==> config.mk <==
export PLATFORM = sky130hd
export DESIGN_NAME = game_logic_param
export DESIGN_NICKNAME = d
export VERILOG_FILES = /design/src/rtl/game_logic_param.sv
export SDC_FILE = /design/constraint.sdc
export NUM_CORES = 1
export LEC_CHECK = 0
export CAP_MARGIN = 20
export CELL_PAD_IN_SITES_DETAIL_PLACEMENT = 1
export CELL_PAD_IN_SITES_GLOBAL_PLACEMENT = 1
export CORE_AREA = 2 2 104 156
export DETAILED_ROUTE_END_ITERATION = 8
export DIE_AREA = 0 0 106 158
export MAX_ROUTING_LAYER = met4
export PLACE_DENSITY = 0.8
export RECOVER_POWER = 100
export SLEW_MARGIN = 40
export SYNTH_ARGS = -nofsm -noshare
export SYNTH_HDL_FRONTEND = slang
export SYNTH_SLANG_ARGS = --single-unit
==> constraint.sdc <==
create_clock -name clk -period 5.7 [get_ports clk]
set_input_delay 1.14 -clock clk [delete_from_list [all_inputs] [get_ports clk]]
set_output_delay 1.14 -clock clk [all_outputs]
set_load 0.01 [all_outputs]
==> src/rtl/game_logic_param.sv <==
// Word-guessing game: latch a word, accept ASCII letter guesses, reveal matching positions.
// A guess taken at edge N resolves after edge N+WORD_LEN+1; guesses are only taken while game_rdy is high.
module game_logic_param #(
    parameter int WORD_LEN     = 5,
    parameter int MAX_MISTAKES = 6
) (
    input  logic                  clk,
    input  logic                  nRst,
    input  logic                  toggle_state,
    input  logic [8*WORD_LEN-1:0] setWord,
    input  logic [7:0]            guess,
    input  logic                  guess_valid,
    output logic                  game_rdy,
    output logic                  busy,
    output logic [3:0]            correct,
    output logic [2:0]            incorrect,
    output logic [WORD_LEN-1:0]   indexCorrect,
    output logic                  green,
    output logic                  mistake,
    output logic                  repeat_guess,
    output logic                  invalid,
    output logic                  gameEnd,
    output logic                  win
);
    localparam int PW = (WORD_LEN > 1) ? $clog2(WORD_LEN) : 1;

    typedef enum logic [2:0] {IDLE, PLAY, CHECK, WIN, LOSE} state_t;

    state_t                state, state_nxt;
    logic                  tog_prev, tog_edge;
    logic [8*WORD_LEN-1:0] word;
    logic [7:0]            guess_q, guess_off;
    logic [25:0]           used, guess_bit;
    logic [WORD_LEN-1:0]   hit_mask, hits_all, new_bits;
    logic [PW-1:0]         pos;
    logic                  pend, guess_alpha, last_pos, any_hit;
    logic [3:0]            new_cnt, correct_sum;
    logic [2:0]            incorrect_inc;

    assign tog_edge      = toggle_state & ~tog_prev;
    assign guess_alpha   = (guess >= 8'h41) && (guess <= 8'h5A);
    assign guess_off     = guess - 8'h41;
    assign guess_bit     = 26'd1 << guess_off;
    assign last_pos      = (int'(pos) == WORD_LEN - 1);
    assign any_hit       = |hits_all;
    assign correct_sum   = correct + new_cnt;
    assign incorrect_inc = incorrect + 3'd1;

    // Only positions not yet revealed add to the score, so correct can never pass WORD_LEN.
    always_comb begin
        hits_all = hit_mask;
        if (word[8*(WORD_LEN-1-int'(pos)) +: 8] == guess_q)
            hits_all[WORD_LEN-1-int'(pos)] = 1'b1;
        new_bits = hits_all & ~indexCorrect;
        new_cnt  = '0;
        for (int i = 0; i < WORD_LEN; i++)
            new_cnt = new_cnt + 4'(new_bits[i]);
    end

    always_ff @(posedge clk or negedge nRst) begin
        if (!nRst) state <= IDLE;
        else       state <= state_nxt;
    end

    always_comb begin
        state_nxt = state;
        case (state)
            IDLE:  if (tog_edge) state_nxt = PLAY;
            PLAY:  if (pend) state_nxt = CHECK;
            CHECK: begin
                if (last_pos) begin
                    if (any_hit && correct_sum == 4'(WORD_LEN))
                        state_nxt = WIN;
                    else if (!any_hit && incorrect_inc == 3'(MAX_MISTAKES))
                        state_nxt = LOSE;
                    else
                        state_nxt = PLAY;
                end
            end
            WIN, LOSE: if (tog_edge) state_nxt = IDLE;
            default:   state_nxt = IDLE;
        endcase
    end

    always_comb begin
        game_rdy = (state == PLAY) && !pend;
        busy     = (state == CHECK);
        gameEnd  = (state == WIN) || (state == LOSE);
        win      = (state == WIN);
    end

    // pend marks the one PLAY cycle between accepting a fresh letter and starting the scan.
    always_ff @(posedge clk or negedge nRst) begin
        if (!nRst) begin
            tog_prev     <= 1'b1;
            word         <= '0;
            guess_q      <= '0;
            used         <= '0;
            hit_mask     <= '0;
            pos          <= '0;
            pend         <= 1'b0;
            correct      <= '0;
            incorrect    <= '0;
            indexCorrect <= '0;
            green        <= 1'b0;
            mistake      <= 1'b0;
            repeat_guess <= 1'b0;
            invalid      <= 1'b0;
        end else begin
            tog_prev     <= toggle_state;
            green        <= 1'b0;
            mistake      <= 1'b0;
            repeat_guess <= 1'b0;
            invalid      <= 1'b0;
            case (state)
                IDLE: begin
                    if (tog_edge) begin
                        word         <= setWord;
                        correct      <= '0;
                        incorrect    <= '0;
                        indexCorrect <= '0;
                        used         <= '0;
                        pend         <= 1'b0;
                    end
                end
                PLAY: begin
                    if (pend) begin
                        pend     <= 1'b0;
                        pos      <= '0;
                        hit_mask <= '0;
                    end else if (guess_valid) begin
                        guess_q <= guess;
                        if (!guess_alpha)
                            invalid <= 1'b1;
                        else if (|(used & guess_bit))
                            repeat_guess <= 1'b1;
                        else begin
                            used <= used | guess_bit;
                            pend <= 1'b1;
                        end
                    end
                end
                CHECK: begin
                    if (last_pos) begin
                        hit_mask <= '0;
                        pos      <= '0;
                        if (any_hit) begin
                            indexCorrect <= indexCorrect | hits_all;
                            correct      <= correct_sum;
                            green        <= 1'b1;
                        end else begin
                            if (incorrect < 3'(MAX_MISTAKES))
                                incorrect <= incorrect_inc;
                            mistake <= 1'b1;
                        end
                    end else begin
                        hit_mask <= hits_all;
                        pos      <= PW'(pos + 1'b1);
                    end
                end
                default: ;
            endcase
        end
    end
endmodule

* After elaboration in Yosys (flattened, before gate mapping)
Cells that the tools add are included.
Storage, ports and cells: bits in registers 103, latch bits 0, bits in writable memories 0, ROM bits 0, input port bits 52, output and inout port bits 20, word-level logic and storage cells 137, memories kept 0
Cells by class: add/subtract/negate cells 9, $mul 0, div/mod/pow operators 0, magnitude comparators 5, equal/unequal tests 19, shift-type cells 2, multiplexer cells 55, bitwise logic cells 9, reduce and logical (&&, ||, !) cells 23
Operators with widths (number):
- 26-bit two-way mux | 5
- 26-bit case mux with 2 select lines | 1
- 40-bit by 7-bit indexed part select with 8-bit output | 1
- 3-bit two-way mux | 11
- 5-bit two-way mux | 6
- 26-bit bitwise AND | 1
- 26-bit OR | 1
- 26-bit OR reduction | 1
- 1-bit by 8-bit left shift with 26-bit output (first input constant) | 1
- 1-bit two-way mux | 21
- 5-bit case mux with 2 select lines | 2
- 2-bit != test (second input constant) | 8
- 4-bit two-way mux | 3
- 3-bit case mux with 2 select lines | 2
- 3-bit case mux with 4 select lines | 1
- 5-bit OR | 2
- 3-bit equality test (second input constant) | 3
- 8-bit equality test | 1
- 8-bit by 7-bit greater-or-equal comparator with 1-bit output (second input constant) | 1
- 8-bit by 7-bit <= comparator with 1-bit output (second input constant) | 1
- 4-bit case mux with 2 select lines | 1
- 4-bit AND reduction | 2
- 8-bit by 7-bit subtractor with 8-bit output (second input constant) | 1
- 3-bit by 1-bit adder with 3-bit output (second input constant) | 2
- 30 further kinds | 43

* Depth between registers and ports, before layout
Gate-level depths: netlist of the first run.
depth in word-level cells 18, gate-level depth with buffers 23

* Worst setup path before layout of the first run
OpenSTA, ideal clock, no wires.
path type register to register, from register pos[0], to register state[1], setup time 66 ps, arrival 5270 ps, path slack 364 ps, cell stages (with the launch flop) 24, path buffers 3, cells stage by stage dfrtp_1 > buf_2 > buf_2 > inv_1 > ha_1 > ha_1 > nor2b_1 > clkbuf_1 > a31oi_1 > nor4_1 > o2111ai_1 > nor3_2 > nand3_1 > o31a_1 > fa_1 > fa_1 > inv_1 > ha_1 > inv_1 > fa_1 > xnor2_1 > nand4_1 > nor3_1 > a22o_1
On the way: longest elaborated chain between the ends 18
Ends and longest elaborated chain:
- start: declaration | line 35 | logic [PW-1:0] pos;
- start signal: assignment | line 158 | pos <= PW'(pos + 1'b1);
- 3-bit by 3-bit subtractor with 4-bit output | line 52, 53
- 4-bit by 5-bit less-than comparator with 1-bit output (not written as such) or 4-bit by 1-bit greater-or-equal comparator with 1-bit output (tied branches) | line 53 | hits_all[WORD_LEN-1-int'(pos)] = 1'b1;
- 1-bit logical AND (not written as such) | line 53
- 1-bit two-way mux (not written as such) | line 53
- 1-bit demux with 3-bit select | line 53
- 5-bit OR (no line)
- 5-bit two-way mux | line 52 | if (word[8*(WORD_LEN-1-int'(pos)) +: 8] == guess_q)
- 5-bit bitwise AND | line 54 | new_bits = hits_all & ~indexCorrect;
- [... 2 more ...]
- 3-bit by 1-bit adder with 4-bit output | line 57 | new_cnt = new_cnt + 4'(new_bits[i]);
- 4-bit by 1-bit adder with 4-bit output | line 57
- 4-bit adder | line 46 | assign correct_sum = correct + new_cnt;
- 4-bit by 3-bit equality test with 1-bit output | line 72 | if (any_hit && correct_sum == 4'(WORD_LEN))
- 1-bit logical AND | line 72
- 3-bit two-way mux | line 72
- 3-bit two-way mux | line 71 | if (last_pos) begin
- 3-bit case mux with 4 select lines | line 67 | case (state)
- end signal: assignment | line 62 | else state <= state_nxt;
- end: declaration | line 29 | state_t state, state_nxt;
Parallel ways exist; a longest one is shown, timed or not. The select of a mux whose other input is x is not followed. A chain may end at the register's enable or synchronous reset.

* Worst setup path in the final report of the first run
from register pos[1], to register state[1]
The elaborated chain is that of the path after synthesis.

==> summary.md, run 1 <==
| Metric | Value |
|---|---|
| Max-slew violation count | `106` |
| CTS root buf | `clkbuf_16` |
| CP max stage cell | `fa_1` |
| Post-synthesis cell area | `5890 um^2` |
| R2r endpoint | `state[1]` |
| Routed wire length | `17.3 mm` |
| DR pass1 iterations | `5` |
| Fmax achieved | `191 MHz` |
| CTS Buf Count | `9` |
| Final Power | `2.90 mW` |
| WL/cell | `18.6 um` |
| Flops & latches, synth | `103` |
| Total die area | `16700 um^2` |
| Synth Area per Inst | `8.84 um^2` |
| Min cycle time layout | `5.23 ns` |
| Worst-skew pair later-pin latency | `0.35 ns` |
| Cell Pwr Density | `414 nW/um^2` |
| CP Buf/Inv Count | `3` |
| Crit-path max FO | `10` |
| Initial DRC count | `198` |
| RSZ-0062 raised after global routing | `false` |
| Die Ht | `158 um` |
| First-pass GRT wire length | `28.0 mm` |
| GRT Total Usage | `0.217` |
| Die Wd | `106 um` |
| Max VDD drop | `0.197 mV` |
| Crit. End Element | `register` |
| Finish-stage setup viols | `0` |
| Largest net degree at the start of global routing | `55` |
| Required @ worst endpoint | `5.98 ns` |
| Post-Synthesis Cells | `666` |
| Syn Nets | `733` |
| Sink Count | `103` |
| Routability congestion estimate from global placement | `0.924` |
| Antenna viol nets, final | `0` |
| Initial antenna violation count | `0` |
| CTS clock-pin slew for the worst setup and hold paths | `0.07 ns` |
| Worst R2R Path Depth | `20` |
| FFs w/ async S/R, synth | `1.00` |
| Leak pwr | `3.13 nW` |
| Slew @ Worst Pin | `2.65 ns` |
| Core area | `15500 um^2` |
| Register area share after synthesis | `0.438` |
| Synthesis-to-finish area growth | `18.7%` |
| Cell-internal power | `1.73 mW` |
| Ys Warns | `0` |
| Total grt overflow | `0` |
| Final net count | `790` |
| Crit path arrival time | `5.51 ns` |
| Share of post-route cells with drive strength above 1 | `0.0714` |
| Crit path capture | `state[1]` |
| Total vias in the final route | `5240` |
| CP max stage delay | `0.49 ns` |
| Family with the most delay on the worst path | `adder cells` |
| Hpwl dp | `12.8 mm` |
| Crit path cell chain | `inv_1, ha_2, ha_1, nor2b_4, a31oi_1, nor4_1, o2111ai_1, nor3_4, nand3_1, o31a_1, fa_1, fa_1, inv_1, ha_1, inv_1, fa_1, xnor2_1, nand4_1, nor3_1, a22o_1` |
| Hold bufs inserted after CTS | `0` |
| Clk pwr share | `0.203` |
| Via density | `5.63` |
| Sequential fraction of design power | `0.378` |
| Critical Path Stages | `20` |
| NetSw | `1.17 mW` |
| PortBufs | `71` |
| Final hold vios | `0` |
| Period utilisation layout | `0.917` |
| Number of max-cap violations | `2` |
| Initial Utilization | `0.380` |
| Status | `finished, violations left` |
| Combinational fraction of design power | `0.419` |
| CTS tree | `done` |
| Post-route setup TNS | `0 ns` |
| Synth unique cells | `71` |
| Worst reg2reg path startpoint | `pos[1]` |
| Ys flop type | `dfrtp_1` |
| Std-Cell Rows | `56` |
| HP Class | `register to register` |
| Vias in the first global route | `5692` |
| Total I/O pin count | `72` |
| Slew HR | `-0.764` |
| Clock Tree Buf Depth | `2` |
| R2r setup slk | `0.47 ns` |
| Critical path class | `register to register` |
| EDFF count, synth | `0` |
| Htree depth | `3` |
| Core Util, Final | `0.452` |
| Min-delay src | `used[7]` |
| Failing checks | `capacitance limit, slew limit` |
| Worst Setup SP | `pos[1]` |
| Diode count | `0` |
| CP Launch Type | `register` |
| Clk_skew | `0.00840 ns` |
| Sw Ratio | `0.404` |
| DRC viols | `0` |
-- area by class of cell --
class	instances	area (um^2)
flip-flops and latches	103	2580
inverters	42	158
clock buffers	9	225
well taps	203	254
repair buffers	82	771
multi-input cells	485	2950
fillers	1810	8490
clock inverters	7	57.6
-- sequential cells by signal (all words and copies together), names as in the netlist, 3 cells and up --
| signal | count |
|---|---|
| indexCorrect | 5 |
| pos | 3 |
| state | 3 |
| word | 40 |
| hit_mask | 5 |
| guess_q | 8 |
| incorrect | 3 |
| correct | 4 |
| used | 26 |
-- kinds of logic (layout without fill, tap and decap cells) --
logic type	after synthesis	count (layout)	synth area share
AND/OR/NAND/NOR	296	296	0.231
adder cells (fa/ha/maj)	15	15	0.0357
XOR/XNOR	8	8	0.0119
flip-flops	103	103	0.438
buffers and inverters	78	140	0.0533
AO/OA/AOI/OAI	147	147	0.180
multiplexers	19	19	0.0503
-- worst min-delay path by stage --
stage	endpoint	slack (ns)	cells past startpoint
3_5_place_dp	used[13]	0.47	2
4_1_cts	used[7]	0.49	2
6_report	used[7]	0.48	2
2_1_floorplan	word[16]	0.44	2
3_3_place_gp	word[13]	0.46	2
5_1_grt	word[28]	0.51	2
-- through the flow --
stage | cell area [um^2] | setup slack [ns] | cells | hold WS [ns]
after floorplan | 5890 | 0.364 | 666 | 0.440
after global placement | 6780 | 0.296 | 914 | 0.460
after detailed placement | 6780 | -0.0490 | 914 | 0.468
after CTS | 7070 | 0.115 | 930 | 0.489
after global routing | 6990 | 0.0450 | 931 | 0.512
final | 6990 | 0.471 | 931 | 0.480
-- worst register-to-register path, stage by stage, from the launching register on --
cell	delay [ns]
dfrtp_1	0.40
inv_1	0.10
ha_2	0.19
ha_1	0.36
nor2b_4	0.28
a31oi_1	0.14
nor4_1	0.30
o2111ai_1	0.29
nor3_4	0.25
nand3_1	0.23
o31a_1	0.32
fa_1	0.49
fa_1	0.49
inv_1	0.07
ha_1	0.17
inv_1	0.06
fa_1	0.38
xnor2_1	0.22
nand4_1	0.12
nor3_1	0.16
a22o_1	0.15
-- timing repair --
| action | in CTS | in global routing |
|---|---|---|
| gates resized for setup | 1 | 5 |
| pin swaps | 0 | 1 |
| setup buffers | 0 | 1 |
| endpoints found under the setup margin | 1 | 3 |
-- per-layer routing --
metal / global-route usage / part of all wire / vias up
li1: - / - / 2425
met1: 0.226 / 0.38 / 2614
met2: 0.400 / 0.55 / 139
met3: 0.0243 / 0.027 / 62
met4: 0.115 / 0.043 / 0
met5: - / 0 / -
-- power groups by stage --
| stage | registers, mW | logic (mW) | clock network [mW] |
|---|---|---|---|
| floorplan | 1.04 | 0.861 | 0 |
| global placement | 1.09 | 1.12 | 0 |
| detailed placement | 1.10 | 1.20 | 0 |
| CTS | 1.09 | 1.22 | 0.603 |
| global route | 1.12 | 1.34 | 0.631 |
| finish | 1.09 | 1.22 | 0.588 |
-- synthesized netlist by cell type, drive strengths merged (3+ instances only) --
master | n | area share
a211oi | 6 | 0.0085
a21boi | 4 | 0.0051
a21o | 3 | 0.0038
a21oi | 19 | 0.016
a22o | 3 | 0.0045
a22oi | 8 | 0.010
a311oi | 3 | 0.0045
a31oi | 9 | 0.0096
a32o | 3 | 0.0051
and2 | 7 | 0.0074
and3 | 11 | 0.012
buf | 8 | 0.0087
clkbuf | 28 | 0.018
dfrtp | 102 | 0.43
fa | 3 | 0.010
ha | 12 | 0.025
inv | 42 | 0.027
mux2 | 5 | 0.0096
mux2i | 6 | 0.010
mux4 | 8 | 0.031
nand2 | 180 | 0.11
nand2b | 11 | 0.012
nand3 | 15 | 0.013
nand3b | 5 | 0.0064
nand4 | 5 | 0.0053
nor2 | 25 | 0.016
nor2b | 8 | 0.0085
nor3 | 11 | 0.010
nor4 | 6 | 0.0089
o211ai | 5 | 0.0072
o21ai | 41 | 0.039
o21bai | 3 | 0.0038
o221ai | 4 | 0.0059
o22ai | 8 | 0.011
o2bb2ai | 3 | 0.0055
o31ai | 6 | 0.0085
o32ai | 3 | 0.0045
or4 | 4 | 0.0057
xnor2 | 6 | 0.0089
-- layout by cell type (no fill, tap or decap), types with 5 or more instances in the layout --
| cell | instances |
|---|---|
| a211oi_1 | 5 |
| a21oi_1 | 19 |
| a22oi_1 | 8 |
| a31oi_1 | 9 |
| and3_1 | 11 |
| buf_4 | 6 |
| clkbuf_16 | 9 |
| clkdlybuf4s50_1 | 48 |
| dfrtp_1 | 102 |
| dlygate4sd3_1 | 22 |
| ha_1 | 11 |
| inv_1 | 42 |
| mux2_2 | 5 |
| mux2i_1 | 6 |
| mux4_2 | 8 |
| nand2_1 | 180 |
| nand2b_1 | 11 |
| nand3_1 | 15 |
| nand3b_1 | 5 |
| nand4_1 | 5 |
| nor2_1 | 25 |
| nor2b_1 | 7 |
| nor3_1 | 10 |
| nor4_1 | 6 |
| o21ai_0 | 40 |
| o22ai_1 | 8 |
| o31ai_1 | 5 |
| xnor2_1 | 6 |
(Power assumes the default switching activity.)
==> run 2: changes to the inputs <==
CORE_AREA = 2 2 103 154   (was 2 2 104 156)
CTS_BUF_LIST = sky130_fd_sc_hd__clkbuf_4   (was default)
DIE_AREA = 0 0 105 156   (was 0 0 106 158)
PLACE_DENSITY = 0.82   (was 0.8)
==> run 2 against run 1 <==
The flow still finishes with violations (capacitance limit, slew limit). Sequential share of layout area grew 0.47 points. Sequential power barely moved. Count of clock-buffer cells in the layout unchanged. Utilization increased by 0.86 points. Global-route usage increased by 0.84 points. Wire length grew 0.58%. Worst hold slack gained 0.020 ns. Cell count increased by 0.32%. Power down 7.0%. First-iteration DRC count is 38% higher. Via count down 0.90%. Largest cell class unchanged. Largest power group unchanged.
==> summary.md, run 2 (synthesized netlist as in run 1, its figures left out) <==
| Metric | Value |
|---|---|
| Status | `finished, violations left` |
| Failing checks | `capacitance limit, slew limit` |
| Routed wire length | `17.4 mm (+0.58%)` |
| Sw Ratio | `0.423 (+0.0188)` |
| Slew HR | `-0.940 (-0.177)` |
| First-pass GRT wire length | `28.5 mm (+1.9%)` |
| Total grt overflow | `0 (unchanged)` |
| WL/cell | `18.7 um (+0.26%)` |
| Final net count | `796 (+0.76%)` |
| CTS root buf | `clkbuf_4` |
| Initial DRC count | `273 (+38%)` |
| Post-route setup TNS | `0 ns (unchanged)` |
| Required @ worst endpoint | `6.09 ns (+0.11 ns)` |
| Max VDD drop | `0.229 mV (+16%)` |
| CP Launch Type | `input port` |
| Worst Setup SP | `guess[1]` |
| WHS Path Cells | `2 (unchanged)` |
| Number of max-cap violations | `3 (+1)` |
| DRC viols | `0 (unchanged)` |
| Antenna viol nets, final | `0 (unchanged)` |
| Clk pwr share | `0.144 (-0.059)` |
| Period utilisation layout | `0.930 (+0.0127)` |
| Crit-path max FO | `11 (+1)` |
| Synthesis-to-finish area growth | `17.2%` |
| Worst R2R Path Depth | `20 (unchanged)` |
| Filler cell count | `1849 (+2.2%)` |
| Core Util, Final | `0.460 (+0.00862)` |
| Die Ht | `156 um (-1.3%)` |
| Via density | `5.56 (-1.2%)` |
| NetSw | `1.14 mW (-2.7%)` |
| Cell Pwr Density | `390 nW/um^2 (-5.8%)` |
| Hold bufs inserted after CTS | `0 (unchanged)` |
| Fmax achieved | `189 MHz (-1.4%)` |
| Largest net degree at the start of global routing | `55 (unchanged)` |
| Std-Cell Rows | `55 (-1.8%)` |
| Vias in the first global route | `5634 (-1.0%)` |
| Combinational fraction of design power | `0.452 (+0.033)` |
| Sequential fraction of design power | `0.405 (+0.027)` |
| Min-delay src | `word[18]` |
| R2r endpoint | `state[1]` |
| PortBufs | `71 (unchanged)` |
| Finish-stage setup viols | `0 (unchanged)` |
| Htree depth | `3 (unchanged)` |
| Min cycle time layout | `5.30 ns (+0.0725 ns)` |
| Worst-skew pair later-pin latency | `0.48 ns (+0.13 ns)` |
| Slew @ Worst Pin | `2.91 ns (+0.265 ns)` |
| Total vias in the final route | `5193 (-0.90%)` |
| Clk_skew | `0.0324 ns (+0.0240 ns)` |
| Commonest non-fill, non-tap cell in the layout | `nand2_1` |
| GRT Total Usage | `0.225 (+0.00843)` |
| Die Wd | `105 um (-0.94%)` |
| Sink Count | `103 (unchanged)` |
| Crit. End Element | `register` |
| Largest Register | `word` |
| Crit path capture | `used[9]` |
| HP Class | `register to register` |
| Largest registers | `word (40), used (26), guess_q (8)` |
| DR pass1 iterations | `4 (-1)` |
| Hpwl dp | `13.0 mm (+1.4%)` |
| Final setup margin | `0.399 ns (-0.0725 ns)` |
| Initial Utilization | `0.393 (+0.0122)` |
| Worst reg2reg path startpoint | `pos[1]` |
| Critical path class | `input port to register` |
| Clock Tree Buf Depth | `2 (unchanged)` |
| Cell-internal power | `1.56 mW (-9.9%)` |
| R2r setup slk | `0.46 ns (about the same)` |
| Total I/O pin count | `72 (unchanged)` |
| Final hold vios | `0 (unchanged)` |
| Core area | `15000 um^2 (-3.1%)` |
| Max-slew violation count | `118 (+11%)` |
| Dpl ws | `-0.137 ns (-0.0881 ns)` |
| Most frequent cells in the layout | `180 x nand2_1, 102 x dfrtp_1, 48 x clkdlybuf4s50_1, 42 x inv_1, 40 x o21ai_0` |
| Largest register FFs | `40 (unchanged)` |
| Leak pwr | `3.09 nW (-1.2%)` |
| CTS clock-pin slew for the worst setup and hold paths | `0.16 ns (+0.09 ns)` |
| Total die area | `16400 um^2 (-2.2%)` |
| Routability congestion estimate from global placement | `0.971 (+5.1%)` |
| Share of post-route cells with drive strength above 1 | `0.0777 (+0.00623)` |
| CTS Buf Count | `9 (unchanged)` |
| Crit path arrival time | `5.69 ns (+0.18 ns)` |
| RSZ-0062 raised after global routing | `false` |
| CTS tree | `done` |
| Initial antenna violation count | `1 (+1)` |
-- run 2: repair_timing --
action	in CTS	in global routing
setup buffers	0	2
pin swaps	0	1
gates resized for setup	1	3
endpoints found under the setup margin	1	3
-- run 2: cell type report --
type / count / area (um^2) / share of cell area
Inverter: 42 / 158 / 0.0228
Multi-Input combinational cell: 485 / 2950 / 0.428
Clock buffer: 9 / 67.6 / 0.00978
Tap cell: 199 / 249 / 0.0361
Clock inverter: 7 / 73.8 / 0.0107
Antenna cell: 1 / 2.50 / 0.000362
Timing Repair Buffer: 88 / 822 / 0.119
Sequential cell: 103 / 2580 / 0.373
-- run 2: worst max-delay path, cell delays in order --
cell and delay, ns:
dlygate4sd3_1 0.71, o31ai_1 0.98, nand2_1 0.49, nand4_1 0.24
a31oi_1 0.13, a2111oi_0 1.61, a31oi_1 0.21, nor2_1 0.17
-- run 2: metrics by stage --
step | hold WS, ns | std cells | cell area (um^2) | total power, mW
floorplan | 0.440 | 666 | 5890 | 1.90
global placement | 0.457 | 915 | 6810 | 2.22
detailed placement | 0.467 | 915 | 6810 | 2.32
CTS | 0.501 | 931 | 6960 | 2.72
global route | 0.524 | 934 | 6910 | 2.89
finish | 0.499 | 934 | 6910 | 2.70
-- run 2: how the worst min path moves through the flow --
stage                     endpoint  slack, ns
final                     word[18]       0.50
after global routing      word[21]       0.52
after CTS                  word[2]       0.50
after detailed placement   word[2]       0.47
after global placement    word[14]       0.46
after floorplan           word[16]       0.44
-- run 2: power groups by stage --
stage / clock network, mW / registers [mW] / logic (mW)
after floorplan: 0 / 1.04 / 0.861
after global placement: 0 / 1.09 / 1.13
after detailed placement: 0 / 1.11 / 1.21
after CTS: 0.405 / 1.09 / 1.22
after global routing: 0.432 / 1.12 / 1.34
final: 0.387 / 1.09 / 1.22
-- run 2: routing by layer --
metal  share of wire  vias up  global-route usage
li1                -     2444                   -
met1            0.40     2555               0.249
met5               0        -                   -
met3           0.026       61              0.0230
met2            0.53      133               0.393
met4           0.048        0               0.133
==> run 3: changes to the inputs <==
PLACE_DENSITY = default   (was 0.82)
PLACE_DENSITY_LB_ADDON = 0.1   (was default)
==> run 3 against run 2 <==
Largest power group unchanged. Utilization decreased by 0.30 points. Clock power shrank 12%. Design area fell by 0.65%. Setup slack better by 0.061 ns. Flip-flop and latch count is the same. The flow still finishes with violations (capacitance limit, slew limit). First-iteration DRC count is 19% lower. Clock skew shrank 0.012 ns. Count of clock-buffer cells in the layout increased by 3. Combinational power shrank 4%. Worst hold slack improved by 0.0013 ns. Highest routed layer unchanged.
==> summary.md, run 3 (synthesized netlist as in run 1, its figures left out) <==
| Metric | Value |
|---|---|
| Status | `finished, violations left` |
| Failing checks | `capacitance limit, slew limit` |
| Htree depth | `3 (unchanged)` |
| CP Buf/Inv Count | `4 (+3)` |
| Final setup margin | `0.460 ns (+0.0608 ns)` |
| Slew @ Worst Pin | `3.04 ns (+0.127 ns)` |
| Sequential fraction of design power | `0.421 (+0.016)` |
| Routed wire length | `17.0 mm (-2.6%)` |
| Initial DRC count | `222 (-19%)` |
| Largest registers | `word (40), used (26), guess_q (8)` |
| Critical path class | `register to register` |
| RSZ-0062 raised after global routing | `false` |
| Fmax achieved | `191 MHz (+1.2%)` |
| Crit-path max FO | `10 (-1)` |
| Sw Ratio | `0.415 (-0.00784)` |
| Clk pwr share | `0.130 (-0.014)` |
| Post-route insts no fill | `934 (unchanged)` |
| Cell-internal power | `1.53 mW (-1.9%)` |
| Largest Register | `word` |
| Post-route setup TNS | `0 ns (unchanged)` |
| Max-slew violation count | `93 (-21%)` |
| Final hold vios | `0 (unchanged)` |
| HP Class | `register to register` |
| Total die area | `16400 um^2 (unchanged)` |
| Family with the most delay on the worst path | `adder cells` |
| Dpl ws | `0.323 ns (+0.460 ns)` |
| Initial Utilization | `0.393 (unchanged)` |
| Metal-1 WL | `7.22 mm (+4.3%)` |
| Worst R2R Path Depth | `21 (+5.0%)` |
| Die Wd | `105 um (unchanged)` |
| Hpwl dp | `12.9 mm (-0.80%)` |
| Crit path cell chain | `inv_1, ha_1, ha_1, nor2b_1, buf_4, a31oi_1, nor4_1, o2111ai_1, nor3_2, nand3_2, o31a_1, fa_1, fa_1, inv_1, ha_1, inv_1, fa_1, xnor2_1, nand4_1, nor3_1, a22o_1` |
| Synthesis-to-finish area growth | `16.5%` |
| Commonest non-fill, non-tap cell in the layout | `nand2_1` |
| Most frequent cells in the layout | `180 x nand2_1, 102 x dfrtp_1, 48 x clkdlybuf4s50_1, 42 x inv_1, 40 x o21ai_0` |
| Initial antenna violation count | `1 (unchanged)` |
| CP Launch Type | `register` |
| Max VDD drop | `0.145 mV (-36%)` |
| Routability congestion estimate from global placement | `0.883 (-9.1%)` |
| Largest net degree at the start of global routing | `55 (unchanged)` |
| CTS Buf Count | `9 (unchanged)` |
| NetSw | `1.08 mW (-5.0%)` |
| DR pass1 iterations | `4 (unchanged)` |
| Leak pwr | `3.07 nW (-0.59%)` |
| Combinational fraction of design power | `0.449 (-0.003)` |
| Final Power | `2.61 mW (-3.2%)` |
| Placed inst area | `6830 um^2 (+0.17%)` |
| Hold_ws | `0.500 ns (+0.00133 ns)` |
| Via density | `5.49 (-1.3%)` |
| CTS tree | `done` |
| Placed Cells | `917 (+0.22%)` |
| First-pass GRT wire length | `28.4 mm (-0.37%)` |
| DR WL met3 | `429 um (-6.9%)` |
| Hold bufs inserted after CTS | `0 (unchanged)` |
| Final net count | `796 (unchanged)` |
| Period utilisation layout | `0.919 (-0.0107)` |
| Core area | `15000 um^2 (unchanged)` |
| Routed length on met2 | `8.99 mm (-2.3%)` |
| Vias in the first global route | `5566 (-1.2%)` |
| Min cycle time layout | `5.24 ns (-0.0608 ns)` |
| WL/cell | `18.2 um (-2.6%)` |
| CTS root buf | `clkbuf_4` |
| DRC viols | `0 (unchanged)` |
| Share of post-route cells with drive strength above 1 | `0.0736 (-0.00409)` |
| Clock Tree Buf Depth | `2 (unchanged)` |
| Critical Path Stages | `21 (+13)` |
| GRT Total Usage | `0.222 (-0.00329)` |
| Design area | `6860 um^2 (-0.65%)` |
| Slew HR | `-1.02 (-0.0845)` |
| Antenna viol nets, final | `0 (unchanged)` |
| Clk_skew | `0.0204 ns (-0.0120 ns)` |
| Cell Pwr Density | `380 nW/um^2 (-2.6%)` |
| Total I/O pin count | `72 (unchanged)` |
| PortBufs | `71 (unchanged)` |
| CP max stage delay | `0.50 ns (-1.11 ns)` |
| Required @ worst endpoint | `6.11 ns (+0.02 ns)` |
| Finish-stage setup viols | `0 (unchanged)` |
| Worst-skew pair later-pin latency | `0.46 ns (-0.02 ns)` |
| Largest register FFs | `40 (unchanged)` |
| WHS Path Cells | `2 (unchanged)` |
| Total vias in the final route | `5125 (-1.3%)` |
| Sink Count | `103 (unchanged)` |
| Crit path arrival time | `5.65 ns (-0.04 ns)` |
| Die Ht | `156 um (unchanged)` |
| DR top layer | `met4` |
| CTS clock-pin slew for the worst setup and hold paths | `0.15 ns (about the same)` |
| CP max stage cell | `fa_1` |
| Core Util, Final | `0.457 (-0.00300)` |
| Number of max-cap violations | `2 (-1)` |
| Crit. End Element | `register` |
| Std-Cell Rows | `55 (unchanged)` |
| Total grt overflow | `0 (unchanged)` |
==> run 3: cell count changes in the layout (fill, tap and decap cells not counted), sizes merged <==
cell	delta
clkinvlp	-1
clkbuf	+5
buf	-2
bufinv	-1
clkinv	-1
==> run 3: worst register-to-register path, delay by kind of cell (launching register included) <==
kind	cells	cell delay, ns
buffers and inverters	4	0.40
adders and majority gates	6	2.07
AOI/OAI and AO/OA	4	0.83
DFF	1	0.42
xor gates and xnor gates	1	0.22
and+or+nand+nor	6	1.27
==> run 3: layer usage <==
metal / track usage / vias up
li1: - / 2444
met1: 0.262 / 2563
met2: 0.394 / 95
met3: 0.0259 / 23
met4: 0.0743 / 0
met5: - / -
==> run 3: area by class of cell <==
type | instances | area (um^2)
fill | 1830 | 8140
sequential | 103 | 2580
clock inverter | 4 | 22.5
antenna | 1 | 2.50
clock buffer | 12 | 90.1
inverter | 42 | 158
multi-input combinational | 485 | 2950
timing repair buffer | 88 | 815
tap | 199 | 249
==> run 3: repair_timing <==
item                                    in CTS  in global routing
endpoints found under the setup margin       0                  1
gates resized for setup                      0                  1
setup buffers                                0                  0
==> run 3: power groups by stage <==
| stage | combinational (mW) | clock [mW] | sequential [mW] |
|---|---|---|---|
| floorplan | 0.861 | 0 | 1.04 |
| CTS | 1.22 | 0.362 | 1.10 |
| global route | 1.31 | 0.384 | 1.13 |
| detailed placement | 1.21 | 0 | 1.11 |
| global placement | 1.15 | 0 | 1.11 |
| finish | 1.17 | 0.340 | 1.10 |
==> run 3: final timing paths <==
path / start / end / slack (ns)
max reg2reg: pos[1] / state[1] / 0.46
max: pos[1] / state[1] / 0.46
min reg2reg: used[20] / used[20] / 0.50
min: used[20] / used[20] / 0.50
min in group asynchronous: nRst / used[7] / 1.65
max in group asynchronous: nRst / word[14] / 1.56
